$ cat config.mk
export PLATFORM = sky130hd
export DESIGN_NAME = rr_stream_mux
export DESIGN_NICKNAME = d
export VERILOG_FILES = /design/src/rtl/mux_pkg.sv /design/src/rtl/rr_arbiter.sv /design/src/rtl/rr_stream_mux.sv
export SDC_FILE = /design/constraint.sdc
export NUM_CORES = 1
export LEC_CHECK = 0
export BUFFER_PORTS_ARGS = -buffer_cell sky130_fd_sc_hd__buf_2
export CAP_MARGIN = 20
export CORE_MARGIN = 3
export CORE_UTILIZATION = 44
export DETAILED_ROUTE_END_ITERATION = 6
export GPL_TIMING_DRIVEN = 0
export PLACE_DENSITY = 0.82
export SYNTH_ARGS = -nofsm -noshare
export SYNTH_HDL_FRONTEND = slang
export SYNTH_SLANG_ARGS = --single-unit
$ cat constraint.sdc
create_clock -name clk -period 3.5 [get_ports clk]
set_input_delay 0.35 -clock clk [delete_from_list [all_inputs] [get_ports clk]]
set_output_delay 0.35 -clock clk [all_outputs]
set_load 0.03 [all_outputs]
$ cat src/rtl/mux_pkg.sv
// rtl/mux_pkg.sv - shared constants, lock states and index-width helper for rr_stream_mux
package mux_pkg;

  localparam int MODE_RR    = 0;
  localparam int MODE_FIXED = 1;

  typedef enum logic {
    LOCK_IDLE = 1'b0,
    LOCK_HELD = 1'b1
  } lock_state_e;

  // A two-channel mux still needs one select bit.
  function automatic int sel_width(input int n);
    return (n > 2) ? $clog2(n) : 1;
  endfunction

endpackage

$ cat src/rtl/rr_arbiter.sv
// rtl/rr_arbiter.sv - one-hot grant from round-robin or fixed priority, with lock override
module rr_arbiter
  import mux_pkg::*;
#(
  parameter int N    = 4,
  parameter int MODE = MODE_RR,
  parameter int SW   = sel_width(N)
) (
  input  logic [N-1:0]  req,
  input  logic [SW-1:0] ptr,
  input  logic          lock_en,
  input  logic [SW-1:0] lock_idx,
  output logic [N-1:0]  grant,
  output logic [SW-1:0] grant_idx
);

  // Searching downward and overwriting leaves the first hit of an upward search.
  always_comb begin
    grant     = '0;
    grant_idx = '0;
    if (lock_en) begin
      grant[lock_idx] = 1'b1;
      grant_idx       = lock_idx;
    end else if (MODE == MODE_FIXED) begin
      for (int i = N - 1; i >= 0; i--) begin
        if (req[i]) begin
          grant     = '0;
          grant[i]  = 1'b1;
          grant_idx = SW'(i);
        end
      end
    end else begin
      for (int k = N - 1; k >= 0; k--) begin
        if (req[(int'(ptr) + k) % N]) begin
          grant                        = '0;
          grant[(int'(ptr) + k) % N]   = 1'b1;
          grant_idx                    = SW'((int'(ptr) + k) % N);
        end
      end
    end
  end

endmodule

$ cat src/rtl/rr_stream_mux.sv
// rtl/rr_stream_mux.sv - N-to-1 valid/ready stream mux with registered output and optional packet lock
module rr_stream_mux
  import mux_pkg::*;
#(
  parameter int W    = 32,
  parameter int N    = 4,
  parameter int MODE = MODE_RR,
  parameter int LOCK = 0
) (
  input  logic                     clk,
  input  logic                     rst_n,
  input  logic [N-1:0]             in_valid,
  input  logic [N*W-1:0]           in_data,
  input  logic [N-1:0]             in_last,
  output logic [N-1:0]             in_ready,
  output logic                     out_valid,
  output logic [W-1:0]             out_data,
  output logic                     out_last,
  output logic [sel_width(N)-1:0]  out_sel,
  input  logic                     out_ready
);

  localparam int SW = sel_width(N);

  logic [SW-1:0] r_ptr;
  logic          r_out_valid;
  logic [W-1:0]  r_out_data;
  logic          r_out_last;
  logic [SW-1:0] r_out_sel;

  logic          w_load_en;
  logic [N-1:0]  w_grant;
  logic [SW-1:0] w_idx;
  logic          w_xfer;
  logic          w_lock_en;
  logic [SW-1:0] w_lock_idx;
  logic          w_ptr_adv;

  assign w_load_en = ~r_out_valid | out_ready;
  assign in_ready  = w_grant & {N{w_load_en}};
  assign w_xfer    = |(in_valid & in_ready);

  rr_arbiter #(.N(N), .MODE(MODE), .SW(SW)) u_arb (
    .req       (in_valid),
    .ptr       (r_ptr),
    .lock_en   (w_lock_en),
    .lock_idx  (w_lock_idx),
    .grant     (w_grant),
    .grant_idx (w_idx)
  );

  always_ff @(posedge clk) begin
    if (!rst_n) begin
      r_out_valid <= 1'b0;
      r_out_data  <= '0;
      r_out_last  <= 1'b0;
      r_out_sel   <= '0;
    end else if (w_load_en) begin
      r_out_valid <= w_xfer;
      if (w_xfer) begin
        r_out_data <= in_data[w_idx*W +: W];
        r_out_last <= in_last[w_idx];
        r_out_sel  <= w_idx;
      end
    end
  end

  // Under packet lock the pointer only moves once the whole packet has gone.
  assign w_ptr_adv = w_xfer && (MODE == MODE_RR) && ((LOCK == 0) || in_last[w_idx]);

  always_ff @(posedge clk) begin
    if (!rst_n) begin
      r_ptr <= '0;
    end else if (w_ptr_adv) begin
      r_ptr <= (w_idx == SW'(N - 1)) ? '0 : w_idx + SW'(1);
    end
  end

  generate
    if (LOCK != 0) begin : g_lock
      lock_state_e   r_state;
      lock_state_e   w_state_nxt;
      logic [SW-1:0] r_lock_idx;
      logic [SW-1:0] w_lock_idx_nxt;

      always_ff @(posedge clk) begin
        if (!rst_n) begin
          r_state    <= LOCK_IDLE;
          r_lock_idx <= '0;
        end else begin
          r_state    <= w_state_nxt;
          r_lock_idx <= w_lock_idx_nxt;
        end
      end

      always_comb begin
        w_state_nxt    = r_state;
        w_lock_idx_nxt = r_lock_idx;
        case (r_state)
          LOCK_IDLE: begin
            if (w_xfer && !in_last[w_idx]) begin
              w_state_nxt    = LOCK_HELD;
              w_lock_idx_nxt = w_idx;
            end
          end
          LOCK_HELD: begin
            if (w_xfer && in_last[w_idx]) begin
              w_state_nxt = LOCK_IDLE;
            end
          end
          default: w_state_nxt = LOCK_IDLE;
        endcase
      end

      assign w_lock_en  = (r_state == LOCK_HELD);
      assign w_lock_idx = r_lock_idx;
    end else begin : g_nolock
      assign w_lock_en  = 1'b0;
      assign w_lock_idx = '0;
    end
  endgenerate

  assign out_valid = r_out_valid;
  assign out_data  = r_out_data;
  assign out_last  = r_out_last;
  assign out_sel   = r_out_sel;

endmodule

==> results.txt <==
crit-path cells - buf_4 -> inv_1 -> ha_1 -> buf_2 -> mux4_2 -> a221oi_1 -> o21bai_1 -> buf_2
CP Launch Type - flop
most area-hungry cell type in the Yosys netlist - dfxtp_1
pin count of the biggest net entering global routing - 13
Post-CTS Hold Fix Bufs - 0
slowest CP cell - a221oi_1
RSZ-0062 raised after global routing - false
die footprint - 0.00789 mm2
drt drc - 0
Final Skew - 0.00966 ns
r2r endpoint - out_data[7]
worst skew pair latency - 0.28 ns
CP max FO - 10
distinct cell type count after synthesis - 42
Worst Path Arrival - 2.93 ns
Die Y - 88.9 um
synthesized net count - 464
IO Port Bufs - 178
wire per inst - 15.6 um
CTS buffer count - 5
pre-CTS setup slack - -0.138 ns
Hold EP - out_data[15]
# diodes - 0
layout cells sized above 1 - 51.0%
sequential area share after synthesis - 25.2%
Area growth, synth to finish - 36.4%
post-synthesis cell area - 0.00302 mm2
Core Area - 0.00649 mm2
hpwl dp - 7.26 mm
Crit Reg-Reg Startpoint - r_ptr[0]
grt ovf - 0
initial antenna violation count - 0
worst reg2reg path depth - 11
vias in the first global route - 2,910
number of synthesized flops with an enable pin - 0
Setup WS post-layout - 0.219 ns
Rows - 29
Antenna Violating Nets Remaining - 0
most common cell after layout, fill and taps aside - buf_2
register-to-register setup slack - 0.24 ns
TritonCTS clock tree - built
highest-count cells in the layout ignoring fill and taps - buf_2 (182), mux2i_1 (72), dfxtp_1 (37)
first-pass GRT wire length - 13.4 mm
total wire length - 9.06 mm
Pwr per Cell Area - 790 mW/mm2
clk buf depth - 2
ranking of synthesized cells by area - dfxtp_1 (25%), mux2i_1 (24%), mux2_2 (12%), o22ai_1 (5.4%), nand2_1 (4.2%)
Root Buffer - clkbuf_8
critical path class - reg -> out
Period Utilization, post-route - 93.7%
Pleak - 0.00199 uW
Primary FF master, synth - dfxtp_1
hold wc startpoint - out_data[15]
cell mode on critical path - buf_2
gr usage total - 21.5%
I/O Pins - 179
CP required - 3.15 ns
Max-Cap Viols - 0
Pre-antenna DRT Iters - 4
via count - 3,106
Die Width - 88.9 um
Yosys top cell area share - 25.2%
Slew Limit Fails - 0
FMAX - 0.305 GHz
GP Congestion - 0.927
crit path capture type - primary output
CTS H-tree depth - 2
status - complete, no violations
Initial Util - 46.5%
max incr delay on CP - 0.48 ns
time the worst path needs with I/O delays and setup - 3.28 ns
Syn Area/Cell - 9.56 um2
ys async rst share - 0%
drt first-iter violations - 150
Max VDD drop - 0.000365 V
clk slew on worst S/H paths - 0.08 ns
Max-slew headroom - 64.3%
hold depth - 2
Syn. warnings - 0
vias per cell - 5.36
post-synthesis register bit count - 38
min-delay worst type - reg -> reg
family with the most delay on the worst path - buffers and inverters
worst-margin pin slew - 0.535 ns
Gate Count Post-Synth - 316
Pwr Total - 3250 uW
Post-layout nets - 649
Final Setup Violations - 0
hold_ws - 0.467 ns
Worst Path Buf+Inv - 4
Hold Fails Final Rpt - 0
Clock Sinks - 38
[layer usage]
metal  track usage, %  share of wire (%)  up-vias
met5                0                  0        -
met4             5.36               0.87        0
met3             4.56                8.2        8
met2             39.2                 51      131
met1             25.4                 40     1422
li1                 -                  -     1545
[how the worst max path moves through the flow]
| stage | startpoint | endpoint | slack (ns) | cells after the start |
|---|---|---|---|---|
| after global routing | r_ptr[0] | r_ptr[0] | 0.03 | 11 |
| after global placement | r_ptr[0] | r_ptr[1] | -0.03 | 12 |
| after detailed placement | r_ptr[0] | r_ptr[1] | -0.14 | 12 |
| after floorplan | r_ptr[0] | out_data[0] | 0.64 | 14 |
| after CTS | r_ptr[0] | in_ready[0] | 0.1 | 10 |
| final | r_ptr[0] | in_ready[1] | 0.22 | 8 |
[metrics by stage]
stage | util, % | instances | TNS (ns) | instance area [um2]
detailed placement | 61.7 | 571 | -1.76 | 4010
global placement | 61.7 | 571 | -0.273 | 4010
global route | 63.4 | 579 | 0 | 4120
floorplan | - | 316 | 0 | 3020
CTS | 63.2 | 579 | 0 | 4110
finish | 63.4 | 579 | 0 | 4120
[flip-flops by register name (all words and copies together), names as in the netlist]
signal and count:
out_valid 1, out_data 32, out_sel 2, out_last 1, r_ptr 2
[synthesized netlist by cell type, types with 2 or more instances]
master / count
and3b_1: 2
a222oi_1: 2
ha_1: 9
o41ai_1: 2
nor3b_1: 2
dfxtp_1: 38
o21bai_1: 3
o21a_1: 2
o22ai_1: 26
inv_1: 7
nor2b_1: 5
a21oi_1: 8
buf_4: 8
nor3_1: 2
nor2_1: 8
buf_2: 4
mux4_2: 2
a22oi_1: 5
clkbuf_1: 9
mux2i_1: 72
nand2_1: 34
buf_6: 5
mux2_2: 33
a221oi_1: 3
buf_8: 2
o22ai_2: 7
[cell type report]
type                    instances  area [um2]
flip-flops and latches         38         762
multi-input cells             242        2040
clock buffers                   6        82.6
clock inverters                 2        12.5
fillers                       556        2370
well taps                      77        96.3
plain buffers                  29         208
repair buffers                178         891
inverters                       7        26.3
[where the power goes]
| part | total [uW] | leakage [uW] | internal, uW | switching (uW) |
|---|---|---|---|---|
| clock | 314 | 0.0000472 | 158 | 155 |
| sequential | 632 | 0.000314 | 563 | 68.3 |
| combinational | 2310 | 0.00163 | 1040 | 1270 |
[repair_timing]
action	CTS	global route
cloned	0	0
setup endpoints to repair	30	39
setup buffers	0	0
gates resized for setup	1	9
[cell families after synthesis]
kind of cell	share of synthesized area (%)
adder cells (fa/ha/maj)	3.73
flip-flops	25.2
multiplexers	38.1
buffers and inverters	7.62
AO/OA/AOI/OAI	16.1
AND/OR/NAND/NOR	9.24
[tightest hold or removal path, cell delays in order, from the launching register on]
cell and delay [ns]:
dfxtp_1 0.31, nand2_1 0.05, o22ai_1 0.06
Power figures use the tool's default switching activity.
